[src/rtl/mem_line_burst_bridge.sv]
// Line-to-beat bridge between cache_L1 and a narrower valid/ready memory port.
// A whole-line fill or writeback becomes an ascending burst of beats; read
// beats are reassembled into a line and handed back with a one-cycle pulse.

package mem_line_burst_bridge_pkg;
  localparam int unsigned LINE_BITS     = 512;
  localparam int unsigned MEM_ADDR_BITS = 64;
  localparam int unsigned LINE_ADDR_W   = MEM_ADDR_BITS - $clog2(LINE_BITS / 8);

  typedef struct packed {
    logic                   mem_req_load;
    logic                   mem_req_store;
    logic [LINE_ADDR_W-1:0] mem_addr;
    logic [LINE_BITS-1:0]   mem_data_out;
  } mem_bus_req_t;

  typedef struct packed {
    logic                 mem_ready;
    logic [LINE_BITS-1:0] mem_data;
  } mem_bus_resp_t;
endpackage

module mem_line_burst_bridge #(
  parameter int unsigned CACHE_LINE_SIZE = mem_line_burst_bridge_pkg::LINE_BITS,
  parameter int unsigned MEM_BUS_WIDTH   = 128,
  parameter int unsigned ADDR_WIDTH      = mem_line_burst_bridge_pkg::MEM_ADDR_BITS
) (
  input  logic                                      clock,
  input  logic                                      reset,
  input  mem_line_burst_bridge_pkg::mem_bus_req_t   req,
  output mem_line_burst_bridge_pkg::mem_bus_resp_t  resp,
  output logic                                      mem_cmd_valid,
  input  logic                                      mem_cmd_ready,
  output logic                                      mem_cmd_write,
  output logic [ADDR_WIDTH-1:0]                     mem_cmd_addr,
  output logic [MEM_BUS_WIDTH-1:0]                  mem_cmd_wdata,
  input  logic                                      mem_rvalid,
  input  logic [MEM_BUS_WIDTH-1:0]                  mem_rdata
);

  localparam int unsigned BEATS    = CACHE_LINE_SIZE / MEM_BUS_WIDTH;
  localparam int unsigned LINE_OFF = $clog2(CACHE_LINE_SIZE / 8);
  localparam int unsigned BEAT_OFF = $clog2(MEM_BUS_WIDTH / 8);
  localparam int unsigned CW       = (BEATS > 1) ? $clog2(BEATS) : 1;
  localparam int unsigned LAW      = ADDR_WIDTH - LINE_OFF;
  localparam logic [CW-1:0] LAST   = CW'(BEATS - 1);

  typedef enum logic [1:0] {IDLE, WR_BURST, RD_BURST, RESP} state_t;

  state_t                     state, state_nxt;
  logic [LAW-1:0]             line_addr;
  logic [CACHE_LINE_SIZE-1:0] line_buf, line_nxt, data_q;
  logic [CW-1:0]              cmd_cnt, rsp_cnt, cmd_nxt;
  logic                       cmd_fire, rd_take;

  // Byte address of beat idx within the latched line, zero-extended.
  function automatic logic [ADDR_WIDTH-1:0] beat_addr(input logic [LAW-1:0] la,
                                                      input logic [CW-1:0]  idx);
    beat_addr = ADDR_WIDTH'({la, {LINE_OFF{1'b0}}}) | (ADDR_WIDTH'(idx) << BEAT_OFF);
  endfunction

  // Handshake decode and the line buffer with the incoming read beat merged in.
  always_comb begin
    cmd_fire = mem_cmd_valid && mem_cmd_ready;
    rd_take  = (state == RD_BURST) && mem_rvalid;
    cmd_nxt  = cmd_cnt + CW'(1);
    line_nxt = line_buf;
    if (rd_take) line_nxt[rsp_cnt*MEM_BUS_WIDTH +: MEM_BUS_WIDTH] = mem_rdata;
  end

  // FSM state register.
  always_ff @(posedge clock or negedge reset) begin
    if (!reset) state <= IDLE;
    else        state <= state_nxt;
  end

  // Next-state logic; store wins over load when both are requested.
  always_comb begin
    state_nxt = state;
    case (state)
      IDLE: begin
        if (req.mem_req_store)     state_nxt = WR_BURST;
        else if (req.mem_req_load) state_nxt = RD_BURST;
      end
      WR_BURST: if (cmd_fire && cmd_cnt == LAST) state_nxt = RESP;
      RD_BURST: if (rd_take && rsp_cnt == LAST)  state_nxt = RESP;
      RESP:     state_nxt = IDLE;
      default:  state_nxt = IDLE;
    endcase
  end

  // Command channel, beat counters, line assembly and returned-line register.
  // Command outputs only move on a handshake, so they hold while stalled.
  always_ff @(posedge clock or negedge reset) begin
    if (!reset) begin
      line_addr     <= '0;
      line_buf      <= '0;
      data_q        <= '0;
      cmd_cnt       <= '0;
      rsp_cnt       <= '0;
      mem_cmd_valid <= 1'b0;
      mem_cmd_write <= 1'b0;
      mem_cmd_addr  <= '0;
      mem_cmd_wdata <= '0;
    end else begin
      line_buf <= line_nxt;
      case (state)
        IDLE: begin
          if (req.mem_req_store || req.mem_req_load) begin
            line_addr     <= req.mem_addr;
            cmd_cnt       <= '0;
            rsp_cnt       <= '0;
            mem_cmd_valid <= 1'b1;
            mem_cmd_write <= req.mem_req_store;
            mem_cmd_addr  <= beat_addr(req.mem_addr, '0);
            if (req.mem_req_store) begin
              line_buf      <= req.mem_data_out;
              mem_cmd_wdata <= req.mem_data_out[MEM_BUS_WIDTH-1:0];
            end else begin
              mem_cmd_wdata <= '0;
            end
          end
        end
        WR_BURST, RD_BURST: begin
          if (cmd_fire) begin
            if (cmd_cnt == LAST) begin
              mem_cmd_valid <= 1'b0;
            end else begin
              cmd_cnt      <= cmd_nxt;
              mem_cmd_addr <= beat_addr(line_addr, cmd_nxt);
              if (state == WR_BURST)
                mem_cmd_wdata <= line_buf[cmd_nxt*MEM_BUS_WIDTH +: MEM_BUS_WIDTH];
            end
          end
          if (rd_take) begin
            rsp_cnt <= rsp_cnt + CW'(1);
            if (rsp_cnt == LAST) data_q <= line_nxt;
          end
        end
        default: ;
      endcase
    end
  end

  // Response port: pulse while in RESP, line held until the next fill completes.
  always_comb begin
    resp.mem_ready = (state == RESP);
    resp.mem_data  = data_q;
  end

endmodule

[config.mk]
export PLATFORM = sky130hd
export DESIGN_NAME = mem_line_burst_bridge
export DESIGN_NICKNAME = d
export VERILOG_FILES = /design/src/rtl/mem_line_burst_bridge.sv
export SDC_FILE = /design/constraint.sdc
export NUM_CORES = 2
export LEC_CHECK = 0
export ABC_AREA = 1
export CELL_PAD_IN_SITES_DETAIL_PLACEMENT = 1
export CELL_PAD_IN_SITES_GLOBAL_PLACEMENT = 1
export CORE_AREA = 4 4 545 547
export CTS_CLUSTER_DIAMETER = 60
export DETAILED_ROUTE_END_ITERATION = 7
export DIE_AREA = 0 0 549 551
export PLACE_DENSITY_LB_ADDON = 0.3
export SYNTH_ARGS = -nofsm -noshare
export SYNTH_HDL_FRONTEND = slang
export SYNTH_SLANG_ARGS = --single-unit
[constraint.sdc]
create_clock -name clock -period 2.4 [get_ports clock]
set_input_delay 0.48 -clock clock [delete_from_list [all_inputs] [get_ports clock]]
set_output_delay 0.48 -clock clock [all_outputs]
set_load 0.005 [all_outputs]
Yosys cells after proc, flatten, opt, wreduce, memory -nomap -nowiden
Index checks and enable logic that the tools add are counted.

Add/subtract/negate cells: 3. Equality and inequality tests: 14. Shifts and indexed selects: 3. Mux-type cells: 30. Bitwise logic cells: 1. Reductions and logical operators: 15.

Operators with widths (number): 2-to-1 mux 512 bit (4); 2-to-1 mux 128 bit (5); bitwise mux 512 bit (1); variable shift 128 x 34 -> 512 bit (first input constant) (1); variable part select 128 x 34 -> 512 bit (1); variable part select 512 x 10 -> 128 bit (1); one-hot mux 128 bit (2 select lines) (1); 2-to-1 mux 64 bit (3); one-hot mux 64 bit (2 select lines) (1); bitwise OR 64 x 6 -> 64 bit (1); negation 9 -> 34 bit (1); 2-to-1 mux 2 bit (8); != test 2 bit (second input constant) (7); AND reduction 3 bit (3); == test 2 bit (second input constant) (4); one-hot mux 2 bit (2 select lines) (2); one-hot mux 2 bit (4 select lines) (1); AND reduction 4 bit (2); AND reduction 5 bit (1); adder 2 x 1 -> 2 bit (second input constant) (2); logical AND 1 bit (4); 2-to-1 mux 1 bit (3); != test 3 bit (second input constant) (1); == test 2 x 1 -> 1 bit (second input constant) (1); other kinds (7) (7).

Flip-flop bits (word level): 1282. Output and inout bits: 707.

Logic depth before layout (Yosys ltp)
Depth after elaboration: 7. Mapped depth: 11.

Least setup slack after synthesis
No wires, ideal clock.

Path type: register -> register. Start point: register rsp_cnt[0]. End point: register line_buf[108]. Library setup time: 66 ps. Data arrival time: 1726 ps. Data required time: 2334 ps. Slack: 609 ps. Cell stages (with the launch flop): 10. Period minus slack after synthesis: 1791 ps. Cell sequence: dfrtp_1 > inv_2 > ha_1 > nor2_1 > buf_4 > clkbuf_1 > nand4_1 > o21ai_0 > nand2_1 > nand2_1.

Word-level cells in the longest chain between the ends: 7.

Ends and longest elaborated chain: from (decl) (RTL line 53) `logic [CW-1:0] cmd_cnt, rsp_cnt, cmd_nxt;`; from (signal assigned) (RTL line 136) `rsp_cnt <= rsp_cnt + CW'(1);`; negation 9 -> 34 bit (*) (RTL line 68) `if (rd_take) line_nxt[rsp_cnt*MEM_BUS_WIDTH +: MEM_BUS_WIDTH] = mem_rdata;`; variable part select 128 x 34 -> 512 bit or variable shift 128 x 34 -> 512 bit (tied branches) (RTL line 68); bitwise mux 512 bit (*) (RTL line 68); 2-to-1 mux 512 bit (*) (RTL line 68); 2-to-1 mux 512 bit (RTL line 116) `if (req.mem_req_store) begin`; 2-to-1 mux 512 bit (RTL line 109) `if (req.mem_req_store || req.mem_req_load) begin`; 2-to-1 mux 512 bit (*) (RTL line 107) `case (state)`; to (signal assigned) (RTL line 106) `line_buf <= line_nxt;`; to (signal assigned) (RTL line 117) `line_buf <= req.mem_data_out;`; to (decl) (RTL line 52) `logic [CACHE_LINE_SIZE-1:0] line_buf, line_nxt, data_q;`.

Mark *: on every way between the ends. The rest lies on a longest branch, timed or not. A chain may end at the register's enable or synchronous reset.

Worst setup path in the final report
Start point: register rsp_cnt[1]. End point: register line_buf[56].

The elaborated chain is that of the path after synthesis.

==> flow_metrics.py <==
metrics = {
    "floorplan": {
        "core_um2": 293000,
        "die_h_um": 551,
        "initial_core_util": 0.216,
        "dieArea_um2": 302000,
        "rows": 199,
        "ios": 1411,
        "die_w_um": 549,
    },
    "sta": {
        "skew_ns": 0.0713,
        "period_share": 0.990,
        "hold_violations": 0,
        "slew_violations": 0,
        "worst_pin_slew_ns": 0.809,
        "slew_headroom": 0.460,
        "clock.fmax_mhz": 421,
        "fin_crit_ns": 2.38,
        "setup_ws_ns": 0.0245,
        "setup_viol": 0,
    },
    "critical_path": {
        "slowest_delay_ns": 0.43,
        "cpMostUsedCell": "buf_12",
        "critPathRequiredTime_ns": 3.16,
        "worstSetupStartpointType": "flop",
        "path_max_fanout": 26,
        "critPathSlowestCell": "dfrtp_2",
        "worstPathArrival_ns": 3.14,
        "cp-end-kind": "flop",
        "worst-path-buf-inv": 5,
        "crit_chain": "inv_1, ha_1, buf_4, nor2_4, buf_12, buf_12, buf_12, nand4_1, o21ai_1, nand2_1, nand2_1",
        "cp_top_family": "buffers and inverters",
        "critical_path_class": "flop to flop",
    },
    "cells_and_area": {
        "drive_gt1_frac": 0.0969,
        "area_growth_syn_to_layout_pct": 44.5,
        "layout.nets": 10874,
        "multi_input_area_um2": 26100,
        "num-fill-cells": 35100,
        "fin_cells": 14297,
        "final-seq-area_um2": 32000,
    },
    "global_route": {
        "track_usage": 0.241,
        "grt_overflow": 0,
        "grt_pass1_vias": 70280,
        "antenna_found_initial": 125,
        "grt_max_degree": 91,
        "grt_pass1_wl_um": 531000,
    },
    "clocking": {
        "clock_sinks": 1276,
        "clk_path_buf_depth": 4,
        "htreeDepth": 4,
        "path_clk_slew_ns": 0.06,
        "clk_root_buffer_cell": "clkbuf_16",
        "tritoncts": "yes",
        "cts_made_buffers": 182,
        "clock_latency_ns": 0.86,
    },
    "worst_hold_path": {
        "hold_class": "input port to flop",
    },
    "detailed_routing": {
        "routed_wirelength_um": 381000,
        "drc": 0,
        "viasPerCell": 4.64,
        "first_iter_violations": 5022,
        "wl_per_cell_um": 26.7,
        "via_count": 66269,
        "drt-pass1-iter-count": 6,
        "detail-route-antenna-nets": 0,
    },
    "logic_synthesis": {
        "synth_cells": 8684,
        "synthDistinctLibCells": 29,
        "seq_area_frac_synth": 0.505,
        "synth_largest_area_cell": "dfrtp_1",
        "synthTopCellsByCount": "5,169 x nand2_1, 1,276 x dfrtp_1, 590 x inv_1, 293 x buf_2, 266 x nand3_1",
        "synthTopCellsByArea": "dfrtp_1 51%, nand2_1 31%, inv_1 3.5%",
        "synth_seq_cells": 1276,
        "ys_warn_count": 0,
        "synthesis.area_um2": 63200,
        "avgSynthCellArea_um2": 7.28,
        "synth-edff-count": 0,
        "synth.most_common_cell": "nand2_1",
        "synth_top_cell_area_share": 0.505,
        "synth-main-ff-cell": "dfrtp_1",
        "async_reset_ff_frac": 1.00,
    },
    "flow_run": {
        "cap_violations": 0,
    },
    "power": {
        "seqPwrFrac": 0.275,
        "p_total_mw": 130,
        "ir_drop_mv": 0.908,
        "swShare": 0.446,
        "power.switching_mw": 57.8,
        "clkPwrFrac": 0.223,
        "cellPowerDensity_nw_per_um2": 1420,
        "leakagePower_nw": 47.1,
        "internal_power_mw": 71.8,
        "p_comb_frac": 0.502,
    },
    "outcome": {
        "status": "finished clean",
    },
    "placed_design": {
        "place_hpwl_um": 287000,
        "place.gp.congestion": 0.911,
        "post-place-ws_ns": -0.215,
        "io_buffer_count": 1406,
        "dpl.cell_count": 13865,
    },
}
stage by stage:
| step | utilization | instance area (um^2) | hold WS, ns | TNS [ns] |
|---|---|---|---|---|
| 3_5_place_dp | 0.288 | 84400 | 0.460 | -18.77 |
| 5_1_grt | 0.312 | 91300 | 0.125 | -0.00217 |
| 4_1_cts | 0.310 | 90700 | 0.0822 | -0.0000424 |
| 2_1_floorplan | - | 63200 | 0.184 | 0 |
| 6_report | 0.312 | 91400 | 0.158 | 0 |
| 3_3_place_gp | 0.288 | 84400 | 0.454 | -5.21 |
final timing paths:
check                                   startpoint                             to  slack (ns)  cells after the start
max                         rsp_cnt[1]$_DFFE_PN0P_         line_buf[56]$_DFF_PN0_        0.02                     11
min                                       req[511]        line_buf[511]$_DFF_PN0_        0.16                      3
max reg2reg                 rsp_cnt[1]$_DFFE_PN0P_         line_buf[56]$_DFF_PN0_        0.02                     11
min reg2reg                data_q[398]$_DFFE_PN0P_        data_q[398]$_DFFE_PN0P_        0.47                      2
max in group asynchronous                    reset   mem_cmd_addr[43]$_DFFE_PN0P_        1.03                      4
min in group asynchronous                    reset  mem_cmd_wdata[65]$_DFFE_PN0P_        0.25                      2
state kept, by name, indices dropped and copies added (netlist names):
signal and count:
mem_cmd_wdata 128, mem_cmd_valid 1, data_q 512, rsp_cnt 2
state 2, line_addr 58, cmd_cnt 1, mem_cmd_addr 59
mem_cmd_write 1, line_buf 512
power by group through the flow:
stage                     clock network [mW]  logic, mW  registers [mW]
final                                   28.9       65.0            35.7
after global routing                    30.5       71.3            36.5
after CTS                               29.6       64.4            35.7
after detailed placement                   0       64.3            36.0
after global placement                     0       63.4            35.8
after floorplan                            0       31.6            33.9
placed cells by master (no fill, tap or decap), types with 32 or more instances in the layout:
master | netlist | final
buf_12 | 0 | 154
buf_4 | 36 | 286
clkbuf_16 | 0 | 192
clkbuf_8 | 0 | 32
clkdlybuf4s50_1 | 0 | 1257
dfrtp_1 | 1276 | 1225
dfrtp_2 | 0 | 49
diode_2 | 0 | 71
dlygate4sd2_1 | 0 | 140
inv_1 | 590 | 587
nand2_1 | 5169 | 5163
nand3_1 | 266 | 266
nand4_1 | 128 | 128
o21ai_0 | 261 | 245
o21ai_2 | 120 | 128
o22ai_1 | 236 | 231
routing by layer:
layer / part of all wire / vias to the layer above / global-route usage / routed length (um)
met2: 0.47 / 2373 / 0.393 / 177000
met5: 0.0012 / - / 0 / 447
met1: 0.42 / 33466 / 0.304 / 159000
met3: 0.075 / 662 / 0.0606 / 28600
met4: 0.041 / 66 / 0.0958 / 15700
li1: - / 29702 / - / -
tightest hold or removal path, delay by kind of cell:
kind	cells	cell delay (ns)
buf+inv	1	0.39
simple gates	2	0.11
logic make-up after synthesis:
group / share of synthesized area
other: 0.0000593
buffers and inverters: 0.0848
and+or+nand+nor: 0.343
adders and majority gates: 0.00218
AOI/OAI and AO/OA: 0.0651
DFF: 0.505
timing repair:
action,4_1_cts,5_1_grt
hold buffers,1,0
cloned,1,4
resized for setup,193,53
endpoints found under the hold margin,88,0
buffers inserted,8,15
endpoints found under the setup margin,173,473
pin swaps,2,4
area by class of cell:
type,count,area share
flip-flops and latches,1276,0.350
inverters,597,0.0253
multi-input cells,6237,0.286
repair buffers,1865,0.214
clock buffers,250,0.0576
diodes,71,0.00194
well taps,3919,0.0537
clock inverters,82,0.0118
Note: power is estimated with default switching activity, not from simulation.
